$ cat src/rtl/scaled_mul_pipe.sv
`default_nettype none
// ============================================================================
// Module   : scaled_mul_pipe
// Brief    : Two-stage multiply, scale and resize (truncate/saturate) with
//            valid/ready handshake on both sides.
// Revision : 1.0 - initial release
// ============================================================================
module scaled_mul_pipe #(
    parameter int A_W      = 8,
    parameter int B_W      = 8,
    parameter int OUT_W    = 8,
    parameter int SHIFT    = 8,
    parameter int SIGNED_A = 0,
    parameter int SIGNED_B = 0,
    parameter int SAT      = 0
) (
    input  logic             clk,
    input  logic             rst_n,
    input  logic             in_valid,
    output logic             in_ready,
    input  logic [A_W-1:0]   in_a,
    input  logic [B_W-1:0]   in_b,
    output logic             out_valid,
    input  logic             out_ready,
    output logic [OUT_W-1:0] out_data,
    output logic             out_ovf
);

    localparam int              c_pw     = A_W + B_W;
    localparam bit              c_signed = (SIGNED_A != 0) || (SIGNED_B != 0);
    localparam bit              c_sat    = (SAT != 0);
    localparam logic [OUT_W-1:0] c_umax  = '1;
    localparam logic [OUT_W-1:0] c_smax  = c_umax >> 1;
    localparam logic [OUT_W-1:0] c_smin  = ~c_smax;

    logic [c_pw-1:0]  w_a_ext;
    logic [c_pw-1:0]  w_b_ext;
    logic [c_pw-1:0]  w_prod;
    logic [c_pw-1:0]  w_shift;
    logic             w_fits;
    logic [OUT_W-1:0] w_res;
    logic             w_s1_take;
    logic             w_s2_take;

    logic             r_s1_valid;
    logic [c_pw-1:0]  r_prod;
    logic             r_out_valid;
    logic [OUT_W-1:0] r_out_data;
    logic             r_out_ovf;

    generate
        if (SIGNED_A != 0) begin : g_a_sext
            assign w_a_ext = {{B_W{in_a[A_W-1]}}, in_a};
        end else begin : g_a_zext
            assign w_a_ext = {{B_W{1'b0}}, in_a};
        end

        if (SIGNED_B != 0) begin : g_b_sext
            assign w_b_ext = {{A_W{in_b[B_W-1]}}, in_b};
        end else begin : g_b_zext
            assign w_b_ext = {{A_W{1'b0}}, in_b};
        end
    endgenerate

    // Low P_W bits of the product are exact once both operands are extended.
    assign w_prod = w_a_ext * w_b_ext;

    generate
        if (c_signed) begin : g_shift_arith
            assign w_shift = $signed(r_prod) >>> SHIFT;
        end else begin : g_shift_logic
            assign w_shift = r_prod >> SHIFT;
        end

        if (OUT_W < c_pw) begin : g_fit_check
            logic w_fill;
            assign w_fill = c_signed ? w_shift[OUT_W-1] : 1'b0;
            assign w_fits = (w_shift[c_pw-1:OUT_W] == {(c_pw-OUT_W){w_fill}});
        end else begin : g_fit_full
            assign w_fits = 1'b1;
        end
    endgenerate

    always_comb begin
        w_res = w_shift[OUT_W-1:0];
        if (c_sat && !w_fits) begin
            if (!c_signed) begin
                w_res = c_umax;
            end else begin
                w_res = w_shift[c_pw-1] ? c_smin : c_smax;
            end
        end
    end

    assign w_s2_take = !r_out_valid || out_ready;
    assign w_s1_take = !r_s1_valid || w_s2_take;
    assign in_ready  = w_s1_take;

    always_ff @(posedge clk or negedge rst_n) begin
        if (!rst_n) begin
            r_s1_valid  <= 1'b0;
            r_prod      <= '0;
            r_out_valid <= 1'b0;
            r_out_data  <= '0;
            r_out_ovf   <= 1'b0;
        end else begin
            if (w_s1_take) begin
                r_s1_valid <= in_valid;
                if (in_valid) begin
                    r_prod <= w_prod;
                end
            end
            if (w_s2_take) begin
                r_out_valid <= r_s1_valid;
                if (r_s1_valid) begin
                    r_out_data <= w_res;
                    r_out_ovf  <= !w_fits;
                end
            end
        end
    end

    assign out_valid = r_out_valid;
    assign out_data  = r_out_data;
    assign out_ovf   = r_out_ovf;

endmodule
`default_nettype wire
$ cat config.mk
export PLATFORM = sky130hd
export DESIGN_NAME = scaled_mul_pipe
export DESIGN_NICKNAME = d
export VERILOG_FILES = /design/src/rtl/scaled_mul_pipe.sv
export SDC_FILE = /design/constraint.sdc
export NUM_CORES = 1
export LEC_CHECK = 0
export BUFFER_PORTS_ARGS = -buffer_cell sky130_fd_sc_hd__buf_2
export CORE_MARGIN = 1.5
export CORE_UTILIZATION = 54
export CTS_BUF_LIST = sky130_fd_sc_hd__clkbuf_16
export DETAILED_ROUTE_END_ITERATION = 6
export PLACE_DENSITY = 0.78
export SYNTH_ARGS = -nofsm -noshare
export SYNTH_HDL_FRONTEND = slang
export SYNTH_SLANG_ARGS = --single-unit
$ cat constraint.sdc
create_clock -name clk -period 1.2 [get_ports clk]
set_input_delay 0.12 -clock clk [delete_from_list [all_inputs] [get_ports clk]]
set_output_delay 0.12 -clock clk [all_outputs]
set_load 0.02 [all_outputs]
# --- After elaboration in Yosys (flattened, before gate mapping) ---
# Cells that the tools add are included.
classes:
  multipliers: 1
  n_reduce_logical: 6
ops:
  columns: ["cell", "count"]
  rows:
  - ["$mul 8x8->16", 1]
  - ["$reduce_and 2->1", 2]
  - ["$logic_not 1->1", 2]
  - ["$logic_or 1x1->1", 2]
totals:
  reg_bits: 26
  word_cells: 11

# --- Longest topological paths before layout ---
# Gate-level depths: netlist (run 1).
depth:
  ltp_word: 4
  ltp_mapped: 17
  depth_no_buf: 16

# --- Worst setup path before layout (run 1) ---
# Ideal clock, no wire load.
synth_path:
  kind: "input port to flip-flop"
  start: "in in_a[2]"
  end: "reg r_prod[15]"
  t_arrival_ns: 3.777
  path_slack_ns: -2.702
  path_stages: 15
  path_buffers: 1
  cell_sequence: "and2_1 -> fa_1 -> fa_1 -> fa_1 -> inv_1 -> fa_1 -> inv_1 -> ha_1 -> buf_6 -> a21o_1 -> a22oi_4 -> o2111ai_2 -> a31oi_2 -> xnor2_1 -> o21ai_1"
synth_via:
  elab_chain_cells: 1
synth_lines:
  columns: ["item", "line_no", "text"]
  rows:
  - ["from (decl)", "21", "input logic [A_W-1:0] in_a,"]
  - ["$mul 8x8->16", "66", "assign w_prod = w_a_ext * w_b_ext;"]
  - ["to (signal assigned)", "110", "r_prod <= w_prod;"]
  - ["to (decl)", "46", "logic [c_pw-1:0] r_prod;"]
# Every way passes these cells.
# A chain may end at the register's enable or synchronous reset.

# --- Worst setup path in the final report (run 1) ---
layout_path:
  start: "in in_a[5]"
  end: "reg r_prod[12]"
# The elaborated chain is that of the path after synthesis.

==> impl_metrics.toml, run 1 <==
[run_status]
status = "finished, violations left"
violations = "setup timing"

[logic_synthesis]
synth_compound_area_frac = 0.0959
syn_inst = 271
synth_ff_type = "dfrtp_1"
synth_edf_count = 0
syn_nets = 359
synth-adder-area-share = 0.416
synth.mux.area_fraction = 0.0337
ys_ff_latch = 18
ys_warn_count = 0
synth_xor_area_frac = 0.0262
syn_avg_cell_area_um2 = 9.87
synthArstFlopShare = 1.00
synth_area_um2 = 2670
synthDistinctLibCells = 36
synth_top_family_by_area = "adder cells"
ys_seq_area_frac = 0.168
synth_simple_gate_area_share = 0.196

[placed_design]
hpwl_mm = 5.00
gp_congestion = 0.830
preCtsSetupSlack_ns = -2.82
placed_area_um2 = 3320
port-buffer-count = 29

[drt]
vias_per_cell = 5.52
wl_per_cell_um = 17.0
drtIter0Drc = 133
drc = 0
ant_nets = 0
num_vias = 2350
routed_wl_mm = 7.22
firstDrtPassIters = 4

[sta]
fin_crit_sh = 3.09
slew_viol_final = 0
finalClockSkew_ns = 0.00112
fin_crit_ns = 3.71
fmax_mhz = 270
rsz0062_at_grt = "yes"
setup_ws_ns = -2.51
timing.hold.ws_ns = 0.0916
finalHoldViolCount = 0
setup_viol = 8

[power]
switchingPower_uw = 3080
irDropWorstVdd_uv = 1580
combPwrFrac = 0.770
p_leak_uw = 0.00193
pwr-share-clk = 0.093
intPower_uw = 4140
power_density_nw_per_um2 = 1940
p_sw_frac = 0.426
p_seq_frac = 0.137

[worst_setup_path]
max_stage_delay_ns = 0.52
start_kind = "primary input"
worstSetupPathType = "primary input to flop"
crit_top_cell = "fa_1"
slowest_stage = "fa_1"
required_ns = 1.32
crit_chain = "clkbuf_4, and2_4, fa_1, fa_1, fa_1, inv_2, fa_1, inv_2, ha_4, nand3_2, or3_4, o211ai_2, a21oi_2, xor2_1, o21ai_1"
endpoint_kind = "flop"
crit_arrival_ns = 3.83
crit_fanout = 5

[cts]
worstSkewPairLatency_ns = 0.25
root_buffer = "clkbuf_16"
htreeDepth = 1
cts_sinks = 18
cts_tree = "built"
clk_pin_slew_ns = 0.05
cts_buffer_depth = 2
cts_buffers = 3

[cells_and_area]
num_antenna_cells = 0
layout-drive-gt1-share = 0.401
syn2layout_area_growth_pct = 39.2
fin_util = 0.783
nets = 448
fin_area_um2 = 3720

[grt]
grt_max_degree = 19
grt.overflow.total = 0
grt_antenna_before_repair = 0
grt_pass1_vias = 2609
grt_pass1_wl_mm = 11.6
grt_usage = 0.282

[die]
row_count = 25
core_area_um2 = 4750
die-area_um2 = 5380
die_x_um = 73.4
die-height_um = 73.4
initial_core_util = 0.562
io_pins = 31

[run]
maxCapViolations = 0

[min_path]
hp-class = "primary input to flop"
==> cell families (layout without fill, tap and decap cells) <==
group | Yosys count | after routing
and+or+nand+nor | 93 | 93
adders and majority gates | 68 | 68
buffers and inverters | 40 | 128
AOI/OAI and AO/OA | 35 | 35
DFF | 18 | 18
xor gates and xnor gates | 8 | 8
muxes | 8 | 8
other | 1 | 1
==> layout by cell type (no fill, tap or decap), types with 4 or more instances in the layout <==
master   Yosys  final
buf_4        2     50
and2_1      50     37
inv_1       36     32
fa_1        35     32
ha_1        33     27
nand2_1     23     21
dfrtp_1     18     18
buf_2        0     17
buf_6        1     17
and2_4       0     13
o21ai_1      3      8
mux2_2       8      7
a21o_1       7      7
xnor2_1      7      7
ha_4         0      5
inv_2        0      4
nand4_1      4      4
a21oi_1      7      4
==> power groups by stage <==
stage	logic, uW	clock network (uW)	registers (uW)
2_1_floorplan	2890	0	1110
3_3_place_gp	4160	0	972
3_5_place_dp	4280	0	986
4_1_cts	5200	670	982
5_1_grt	5960	706	1010
6_report	5560	673	990
==> critical path, delay by kind of cell <==
family | cells | cell delay (ns)
buf+inv | 3 | 0.25
compound gates | 3 | 0.41
fa+ha+maj | 5 | 2.27
simple gates | 3 | 0.59
xor+xnor | 1 | 0.18
==> registers in the layout, summed over array words and instances (netlist names) <==
name / flops
out_data: 8
out_valid: 1
r_prod: 8
r_s1_valid: 1
==> through the flow <==
stage	TNS, ns	instances	total power [uW]
final	-18.92	426	7220
after global routing	-19.74	426	7680
after CTS	-18.48	425	6860
after detailed placement	-21.16	412	5260
after global placement	-20.66	412	5140
after floorplan	-18.10	271	4000
==> area by class of cell <==
cell class	instances	area [um2]
Clock buffer	3	75.1
Clock inverter	1	3.75
Fill cell	290	1030
Inverter	36	135
Multi-Input combinational cell	213	2270
Sequential cell	18	450
Tap cell	67	83.8
Timing Repair Buffer	88	699
==> final timing paths <==
check | start | endpoint | slack (ns) | cells after the start
max | in_a[5] | r_prod[12]$_DFFE_PN0P_ | -2.51 | 15
min | in_valid | r_s1_valid$_DFFE_PN0N_ | 0.09 | 2
max reg2reg | out_valid$_DFFE_PN0P_ | r_prod[14]$_DFFE_PN0P_ | -0.20 | 4
min reg2reg | r_prod[8]$_DFFE_PN0P_ | r_prod[8]$_DFFE_PN0P_ | 0.49 | 2
max in group asynchronous | rst_n | out_data[5]$_DFFE_PN0P_ | 0.59 | 2
min in group asynchronous | rst_n | out_valid$_DFFE_PN0P_ | 0.33 | 2
==> layer usage <==
metal | vias up | GRT usage | wire, um
met5 | - | 0 | 0
met4 | 0 | 0.150 | 438
met3 | 32 | 0.0343 | 212
met2 | 70 | 0.512 | 3790
met1 | 1186 | 0.323 | 2780
li1 | 1062 | - | -
==> repair_timing <==
action                                 CTS  global route
pin swaps                               38            23
setup endpoints to repair               10            17
gates resized for setup                 58            13
hold buffers                             1             0
endpoints found under the hold margin   18             0
setup buffers                           10             3
==> synth_stat cells, types with 2 or more instances <==
master / instances / area [um2]
a21o_1: 7 / 52.6
a21oi_1: 7 / 35.0
and2_1: 50 / 313
buf_4: 2 / 15.0
dfrtp_1: 18 / 450
fa_1: 35 / 701
ha_1: 33 / 413
inv_1: 36 / 135
mux2_2: 8 / 90.1
nand2_1: 23 / 86.3
nand2b_1: 3 / 18.8
nand3_1: 2 / 10.0
nand3b_1: 2 / 15.0
nand4_1: 4 / 25.0
nor2_1: 5 / 18.8
o21a_1: 2 / 15.0
o21ai_0: 7 / 35.0
o21ai_1: 3 / 15.0
xnor2_1: 7 / 61.3
No activity file was read; power rests on OpenSTA's default activity.
==> inputs of run 2 (changes only) <==
--- a/config.mk
+++ b/config.mk
@@ -11,6 +11,7 @@
 export CTS_BUF_LIST = sky130_fd_sc_hd__clkbuf_16
 export DETAILED_ROUTE_END_ITERATION = 6
 export PLACE_DENSITY = 0.78
+export REMOVE_ABC_BUFFERS = 1
 export SYNTH_ARGS = -nofsm -noshare
 export SYNTH_HDL_FRONTEND = slang
 export SYNTH_SLANG_ARGS = --single-unit
==> impl_metrics.toml, run 2 (synthesis results as in run 1) <==
[worst_setup_path]
endpoint_kind = "flop"
crit_fanout = 4
worstReg2RegStart = "r_s1_valid$_DFFE_PN0N_"
worstSetupPathType = "primary input to flop"
crit_arrival_ns = 3.90
crit_start = "in_b[5]"
start_kind = "primary input"
required_ns = 1.33

[min_path]
hold_start = "in_valid"
hp-class = "primary input to flop"

[placed_design]
placed_cells = 405
hpwl_mm = 4.82
gp_congestion = 0.849
port-buffer-count = 29

[sta]
finalClockSkew_ns = 0.00393
rsz0062_at_grt = "yes"
setup_ws_ns = -2.57
fin_crit_ns = 3.77
setup_viol = 9
worst_pin_slew_ns = 0.492
relSlewSlack = 0.663
fmax_mhz = 265
slew_viol_final = 0
finalHoldViolCount = 0
fin_crit_sh = 3.14

[drt]
drc = 0
wl_per_cell_um = 17.7
drtIter0Drc = 131
ant_nets = 0
num_vias = 2295
routed_wl_mm = 7.49
firstDrtPassIters = 4
vias_per_cell = 5.43

[cells_and_area]
layout_common_cells = "buf_4, and2_1, inv_1, fa_1, ha_1"
final-seq-area_um2 = 450
nets = 445
finalNonFillerCells = 423
fin_util = 0.786
multi_input_area_um2 = 2290
final_common_cell = "buf_4"
num_antenna_cells = 0
nFillCells = 270
layout-drive-gt1-share = 0.399
syn2layout_area_growth_pct = 39.7

[power]
power_density_nw_per_um2 = 1980
p_total_uw = 7410
switchingPower_uw = 3130
irDropWorstVdd_uv = 1270
p_seq_frac = 0.135
p_leak_uw = 0.00192
p_sw_frac = 0.423
pwr-share-clk = 0.090
combPwrFrac = 0.774
intPower_uw = 4270

[cts]
cts_sinks = 18
cts_buffers = 3
cts_buffer_depth = 2
worstSkewPairLatency_ns = 0.25
cts_tree = "built"
root_buffer = "clkbuf_16"
clk_pin_slew_ns = 0.05
htreeDepth = 1

[die]
row_count = 25
initial_core_util = 0.562
die-height_um = 73.4
die-area_um2 = 5380
die_x_um = 73.4
core_area_um2 = 4750
io_pins = 31

[run_status]
violations = "setup timing"
status = "finished, violations left"

[run]
maxCapViolations = 0

[grt]
grt_usage = 0.252
grt_pass1_vias = 2346
grt_max_degree = 19
grt_pass1_wl_mm = 10.5
grt_antenna_before_repair = 0
grt.overflow.total = 0
-- run 2: per-layer routing --
metal	track usage	wire length (um)
met1	0.327	3000
met2	0.448	3980
met4	0.0700	164
met5	0	0
met3	0.0261	349
-- run 2: stage by stage --
stage | hold WS, ns | TNS, ns | area [um2] | setup WS, ns
after global routing | 0.124 | -20.05 | 3730 | -2.66
after detailed placement | 0.0655 | -22.37 | 3200 | -3.04
final | 0.120 | -19.35 | 3730 | -2.57
after floorplan | -0.176 | -19.97 | 2640 | -2.71
after global placement | 0.0609 | -21.87 | 3200 | -2.90
after CTS | 0.0902 | -18.25 | 3610 | -2.55
-- run 2: area by class of cell --
cell class              count  area share
multi-input cells         213       0.613
repair buffers             85       0.187
flip-flops and latches     18       0.121
inverters                  36      0.0362
well taps                  67      0.0224
clock buffers               3      0.0201
clock inverters             1     0.00101
-- run 2: final timing paths --
path / endpoint / slack, ns / cells after the start
worst min register to register: out_data[1]$_DFFE_PN0P_ / 0.50 / 1
worst max-delay path: r_prod[15]$_DFFE_PN0P_ / -2.57 / 15
max in group asynchronous: r_s1_valid$_DFFE_PN0N_ / 0.56 / 2
worst min-delay path: r_s1_valid$_DFFE_PN0N_ / 0.12 / 2
worst max register to register: r_prod[14]$_DFFE_PN0P_ / -0.32 / 4
min in group asynchronous: r_prod[13]$_DFFE_PN0P_ / 0.36 / 2
-- run 2: what timing repair did --
action / in CTS / in global routing
endpoints found under the setup margin: 8 / 10
hold buffers: 1 / 0
pin swaps: 53 / 27
endpoints found under the hold margin: 18 / 0
buffers inserted: 8 / 7
gates resized for setup: 67 / 25
-- run 2: power by group through the flow --
stage	clock (uW)	sequential (uW)	combinational (uW)
2_1_floorplan	0	1110	2390
3_3_place_gp	0	972	3770
3_5_place_dp	0	985	3870
4_1_cts	667	976	4900
5_1_grt	716	1020	6100
6_report	670	1000	5730
-- run 2: critical path, cell delays in order --
cell and delay, ns:
buf_8 0.11, buf_4 0.13, nand2_1 0.09, fa_1 0.45, fa_1 0.51, inv_1 0.05, fa_1 0.51, fa_2 0.47
ha_4 0.31, nand2_2 0.07, or3_4 0.42, o2111ai_4 0.23, a31oi_2 0.12, xnor2_1 0.21, o21ai_1 0.09
